### src/rtl/wall_collision.sv
// wall_collision: once per frame, scans every wall against the player
// rectangle (one wall per clock) and reports the lowest-numbered hit.
// Each rising contact costs one life. game_over is sticky until reset.
//
// Ports:
//   pixel_clk   clock, rising edge
//   reset       asynchronous, active-high
//   frame_tick  single-cycle scan request (ignored while busy or over)
//   wall_x_bus  wall k left edge at [11k+10:11k]
//   wall_y_bus  wall k top edge at [11k+10:11k]
//   player_x/y  player left / top edge
//   busy        scan in progress
//   scan_done   one-cycle pulse when hit/hit_index/lives update
//   hit         result of the last completed scan
//   hit_index   lowest hit wall index of the last scan (0 if none)
//   lives       remaining lives
//   game_over   sticky, set once lives reach 0
module wall_collision #(
  parameter int WALL_NUM = 10,
  parameter int IDX_W    = 4,
  parameter int WALL_W   = 20,
  parameter int WALL_H   = 100,
  parameter int PLAYER_W = 16,
  parameter int PLAYER_H = 16,
  parameter int LIVES    = 3
) (
  input  logic                    pixel_clk,
  input  logic                    reset,
  input  logic                    frame_tick,
  input  logic [11*WALL_NUM-1:0]  wall_x_bus,
  input  logic [11*WALL_NUM-1:0]  wall_y_bus,
  input  logic [10:0]             player_x,
  input  logic [10:0]             player_y,
  output logic                    busy,
  output logic                    scan_done,
  output logic                    hit,
  output logic [IDX_W-1:0]        hit_index,
  output logic [1:0]              lives,
  output logic                    game_over
);

  typedef enum logic [1:0] {IDLE, SCAN, REPORT, OVER} state_t;

  state_t            state_q, state_d;
  logic [IDX_W-1:0]  idx_q, idx_d;
  logic              acc_hit_q, acc_hit_d;
  logic [IDX_W-1:0]  acc_idx_q, acc_idx_d;
  logic              hit_q, hit_d;
  logic [IDX_W-1:0]  hit_index_q, hit_index_d;
  logic [1:0]        lives_q, lives_d;
  logic              prev_hit_q, prev_hit_d;
  logic              busy_q, scan_done_q, game_over_q;
  logic              snap;

  // Shadow copies so motion during a scan cannot disturb it.
  logic [10:0] wx_q [WALL_NUM];
  logic [10:0] wy_q [WALL_NUM];
  logic [10:0] px_q, py_q;

  logic [11:0] px_e, py_e, wx_e, wy_e;
  logic        overlap;

  // 12-bit sums so edges near the 11-bit limit do not wrap.
  assign px_e = {1'b0, px_q};
  assign py_e = {1'b0, py_q};
  assign wx_e = {1'b0, wx_q[idx_q]};
  assign wy_e = {1'b0, wy_q[idx_q]};

  assign overlap = (px_e < wx_e + 12'(WALL_W))   && (wx_e < px_e + 12'(PLAYER_W)) &&
                   (py_e < wy_e + 12'(WALL_H))   && (wy_e < py_e + 12'(PLAYER_H));

  always_comb begin
    state_d     = state_q;
    idx_d       = idx_q;
    acc_hit_d   = acc_hit_q;
    acc_idx_d   = acc_idx_q;
    hit_d       = hit_q;
    hit_index_d = hit_index_q;
    lives_d     = lives_q;
    prev_hit_d  = prev_hit_q;
    snap        = 1'b0;
    case (state_q)
      IDLE: begin
        if (frame_tick) begin
          snap      = 1'b1;
          idx_d     = '0;
          acc_hit_d = 1'b0;
          acc_idx_d = '0;
          state_d   = SCAN;
        end
      end
      SCAN: begin
        // First overlap wins; the scan order makes it the lowest index.
        if (overlap && !acc_hit_q) begin
          acc_hit_d = 1'b1;
          acc_idx_d = idx_q;
        end
        if (idx_q == IDX_W'(WALL_NUM - 1)) state_d = REPORT;
        else                               idx_d   = idx_q + IDX_W'(1);
      end
      REPORT: begin
        hit_d       = acc_hit_q;
        hit_index_d = acc_idx_q;
        // Only a rising contact costs a life; held contact is free.
        if (acc_hit_q && !prev_hit_q && (lives_q != 2'd0)) lives_d = lives_q - 2'd1;
        prev_hit_d  = acc_hit_q;
        state_d     = (lives_d == 2'd0) ? OVER : IDLE;
      end
      OVER: state_d = OVER;
      default: state_d = IDLE;
    endcase
  end

  always_ff @(posedge pixel_clk or posedge reset) begin
    if (reset) begin
      state_q     <= IDLE;
      idx_q       <= '0;
      acc_hit_q   <= 1'b0;
      acc_idx_q   <= '0;
      hit_q       <= 1'b0;
      hit_index_q <= '0;
      lives_q     <= 2'(LIVES);
      prev_hit_q  <= 1'b0;
      busy_q      <= 1'b0;
      scan_done_q <= 1'b0;
      game_over_q <= 1'b0;
    end else begin
      state_q     <= state_d;
      idx_q       <= idx_d;
      acc_hit_q   <= acc_hit_d;
      acc_idx_q   <= acc_idx_d;
      hit_q       <= hit_d;
      hit_index_q <= hit_index_d;
      lives_q     <= lives_d;
      prev_hit_q  <= prev_hit_d;
      // Outputs registered from the next state so they line up with it.
      busy_q      <= (state_d == SCAN) || (state_d == REPORT);
      scan_done_q <= (state_q == REPORT);
      game_over_q <= (state_d == OVER);
    end
  end

  always_ff @(posedge pixel_clk or posedge reset) begin
    if (reset) begin
      px_q <= '0;
      py_q <= '0;
      for (int k = 0; k < WALL_NUM; k++) begin
        wx_q[k] <= '0;
        wy_q[k] <= '0;
      end
    end else if (snap) begin
      px_q <= player_x;
      py_q <= player_y;
      for (int k = 0; k < WALL_NUM; k++) begin
        wx_q[k] <= wall_x_bus[11*k +: 11];
        wy_q[k] <= wall_y_bus[11*k +: 11];
      end
    end
  end

  assign busy      = busy_q;
  assign scan_done = scan_done_q;
  assign hit       = hit_q;
  assign hit_index = hit_index_q;
  assign lives     = lives_q;
  assign game_over = game_over_q;

endmodule

### config.mk
export PLATFORM = sky130hd
export DESIGN_NAME = wall_collision
export DESIGN_NICKNAME = d
export VERILOG_FILES = /design/src/rtl/wall_collision.sv
export SDC_FILE = /design/constraint.sdc
export NUM_CORES = 1
export LEC_CHECK = 0
export BUFFER_PORTS_ARGS = -buffer_cell sky130_fd_sc_hd__buf_4
export CAP_MARGIN = 0
export CORE_MARGIN = 10
export CORE_UTILIZATION = 56
export CTS_CLUSTER_DIAMETER = 100
export CTS_CLUSTER_SIZE = 25
export DETAILED_ROUTE_END_ITERATION = 10
export PLACE_DENSITY = 0.92
export SETUP_SLACK_MARGIN = 0.4
export SYNTH_ARGS = -nofsm -noshare
export SYNTH_HDL_FRONTEND = slang
export SYNTH_SLANG_ARGS = --single-unit
### constraint.sdc
create_clock -name pixel_clk -period 9.15 [get_ports pixel_clk]
set_input_delay 0.4575 -clock pixel_clk [delete_from_list [all_inputs] [get_ports pixel_clk]]
set_output_delay 0.4575 -clock pixel_clk [all_outputs]
set_load 0.03 [all_outputs]
==> results.cfg <==
[run_status]
run_status = finished clean

[flow_run]
maxCapViolCount = 0

[logic_synthesis]
async_flop_share_pct = 100
ys_seq_elements = 263
syn-num-nets = 1301
ys_warn_count = 0
syn_area_mm2 = 0.0132
ys_seq_area_share_pct = 49.8
synth_cell_types = 63
ys.flop_type = dfrtp_1
syn_inst = 1008
synth-edff-count = 0
syn_area_per_cell_um2 = 13.1

[cts]
clk_path_buf_depth = 3
cts-root-buf = clkbuf_16
hold_buffers = 0
clk_latency_ns = 0.50
numCtsBuffers = 14
clkSlewWorstSetupHoldPaths_ns = 0.10
cts_tree = built
htree_levels = 1
post-cts-setup-buffers = 0
cts_resized = 0
cts.sinks = 263

[power_and_ir_drop]
peakVddDrop_mv = 0.224
powerDensity_mw_per_mm2 = 336
leakage_uw = 0.00692

[floorplanning]
initial_core_util_pct = 56.6
die_h_um = 174
die_x_um = 174
rows = 56
ios = 255
core_mm2 = 0.0233
fp.dieArea_mm2 = 0.0301

[drt]
routed_wl_um = 36100
wire_per_inst_um = 23.2
route.antenna.remaining_nets = 0
drc_errors = 0
dr_total_vias = 9033
drt_iter0_drc = 671
viasPerCell = 5.80
drt_pass1_iterations = 5

[final_layout]
drive_gt1_share_pct = 45.6
finalInstanceArea_mm2 = 0.0157
area_growth_pct = 19.2
antenna_cells = 0
nNetsFinal = 1526
postLayoutCoreUtil_pct = 67.5

[setup_path]
required_ns = 9.53
cp.arrival_ns = 5.73
worst_setup_path_start_kind = register
ff2ff_path_depth = 16
crit_type = reg -> reg
critPathMaxFanout = 42
crit_path_end_kind = register

[place]
gp_congestion = 0.889
dpl_cell_area_mm2 = 0.0153
port_buffers = 254
hpwl_um = 27400

[sta]
maxSlewViolCount = 0
fin_crit_ns = 5.36
tightest_slew_ns = 1.04
fmax_mhz = 187
rsz0062_at_grt = false
maxSlewHeadroom_pct = 30.6
setup_viol = 0
post-route-period-util_pct = 58.5
holdWs_ns = 0.102
setup_tns_ns = 0
finalClockSkew_ns = 0.0188
timing.final.hold_violations = 0

[global_routing]
grt_first_pass_wirelength_um = 55600
antenna_found_initial = 2
grt_usage_pct = 23.2
grt_max_degree = 122
grt_pass1_vias = 10006
grt_overflow_total = 0

[hold_path]
hold_path_class = in -> async
==> path summary, 6_finish.rpt <==
kind                                            end  slack (ns)                  from
max                        acc_idx_q[0]$_DFFE_PP0P_        3.79  idx_q[0]$_DFFE_PP0P_
min                           wx_q[109]$_DFFE_PP0P_        0.10                 reset
max reg2reg                acc_idx_q[0]$_DFFE_PP0P_        3.79  idx_q[0]$_DFFE_PP0P_
min reg2reg                    lives[1]$_DFFE_PP1P_        0.51  lives[1]$_DFFE_PP1P_
max in group asynchronous      idx_q[0]$_DFFE_PP0P_        7.37                 reset
min in group pixel_clk          px_q[1]$_DFFE_PP0P_        0.16           player_x[1]
==> sequential cells by signal, summed over array words and instances, names as in the netlist <==
register / count
px_q: 11
acc_idx_q: 4
game_over: 1
prev_hit_q: 1
py_q: 11
wx_q: 110
acc_hit_q: 1
busy: 1
idx_q: 4
scan_done: 1
state_q: 2
lives: 2
wy_q: 110
hit_index: 4
==> placed cells by master, fill, tap and decap left out, drive strengths merged, types with 20 or more instances in the layout <==
cell    synthesis  final
nor2           35     35
nand2          32     32
mux2          260    260
o21ai          23     23
a21oi          22     22
inv            27     27
ha             48     48
dfrtp         261    261
clkbuf         34     20
buf            22    265
mux2i          52     52
==> cell families (layout without fill, tap and decap cells) <==
logic type | Yosys count | in the layout | synth area share [%]
adder cells (fa/ha/maj) | 48 | 48 | 4.54
XOR/XNOR | 26 | 26 | 1.72
buffers and inverters | 84 | 314 | 2.95
AO/OA/AOI/OAI | 114 | 114 | 6.01
AND/OR/NAND/NOR | 142 | 142 | 5.36
flip-flops | 263 | 263 | 49.8
multiplexers | 331 | 331 | 29.6
==> per-layer routing <==
| metal | up-vias | part of all wire (%) | GRT usage (%) |
|---|---|---|---|
| met5 | - | 0.075 | 0 |
| met4 | 4 | 2.9 | 7.34 |
| met3 | 68 | 7.4 | 5.99 |
| met2 | 316 | 48 | 37.8 |
| met1 | 4517 | 42 | 29.7 |
| li1 | 4128 | - | - |
==> power breakdown <==
group,switching [uW],internal (uW)
Clock,379,306
Combinational,1180,1260
Sequential,438,1720
==> area by class of cell <==
type,count,area (um2)
clock inverter,1,16.3
inverter,28,113
fill,1663,7580
multi-input combinational,661,6250
sequential,263,6590
timing repair buffer,265,1990
tap,319,399
clock buffer,20,394
==> synth_stat cells (all sizes together) (8+ instances only) <==
cell	count	share of area [%]
nand4	8	0.38
buf	22	1.2
nand3	17	0.64
nor2	35	0.99
xnor2	13	0.86
nand2	32	0.91
nand2b	8	0.38
o221ai	8	0.53
mux2i	52	3.9
xor2	13	0.86
o22ai	12	0.57
ha	48	4.5
inv	27	0.77
dfrtp	261	49
mux2	260	22
a21oi	22	0.83
clkbuf	34	0.97
o21ai	23	0.87
mux4	19	3.4
nor3	9	0.34
==> worst max-delay path, stage by stage, from the launching register on <==
cell and delay, ns:
dfrtp_4 0.71, buf_4 0.63, mux4_2 0.60, nor2_1 0.15
o32ai_1 0.17, ha_1 0.27, o21ai_0 0.34, nor3b_1 0.12
xnor2_1 0.15, ha_1 0.20, a2111oi_0 0.43, o21ai_0 0.16
a31oi_1 0.18, nor2_1 0.07, a211o_1 0.27, a221oi_4 0.44
mux2_4 0.33
==> per-stage QoR <==
step	instances	setup slack, ns	power [uW]
after detailed placement	1536	3.88	4590
after CTS	1557	3.87	5290
after floorplan	1008	1.46	3870
after global routing	1557	3.48	5660
final	1557	3.79	5290
after global placement	1536	4.00	4470
Power figures use the tool's default switching activity.
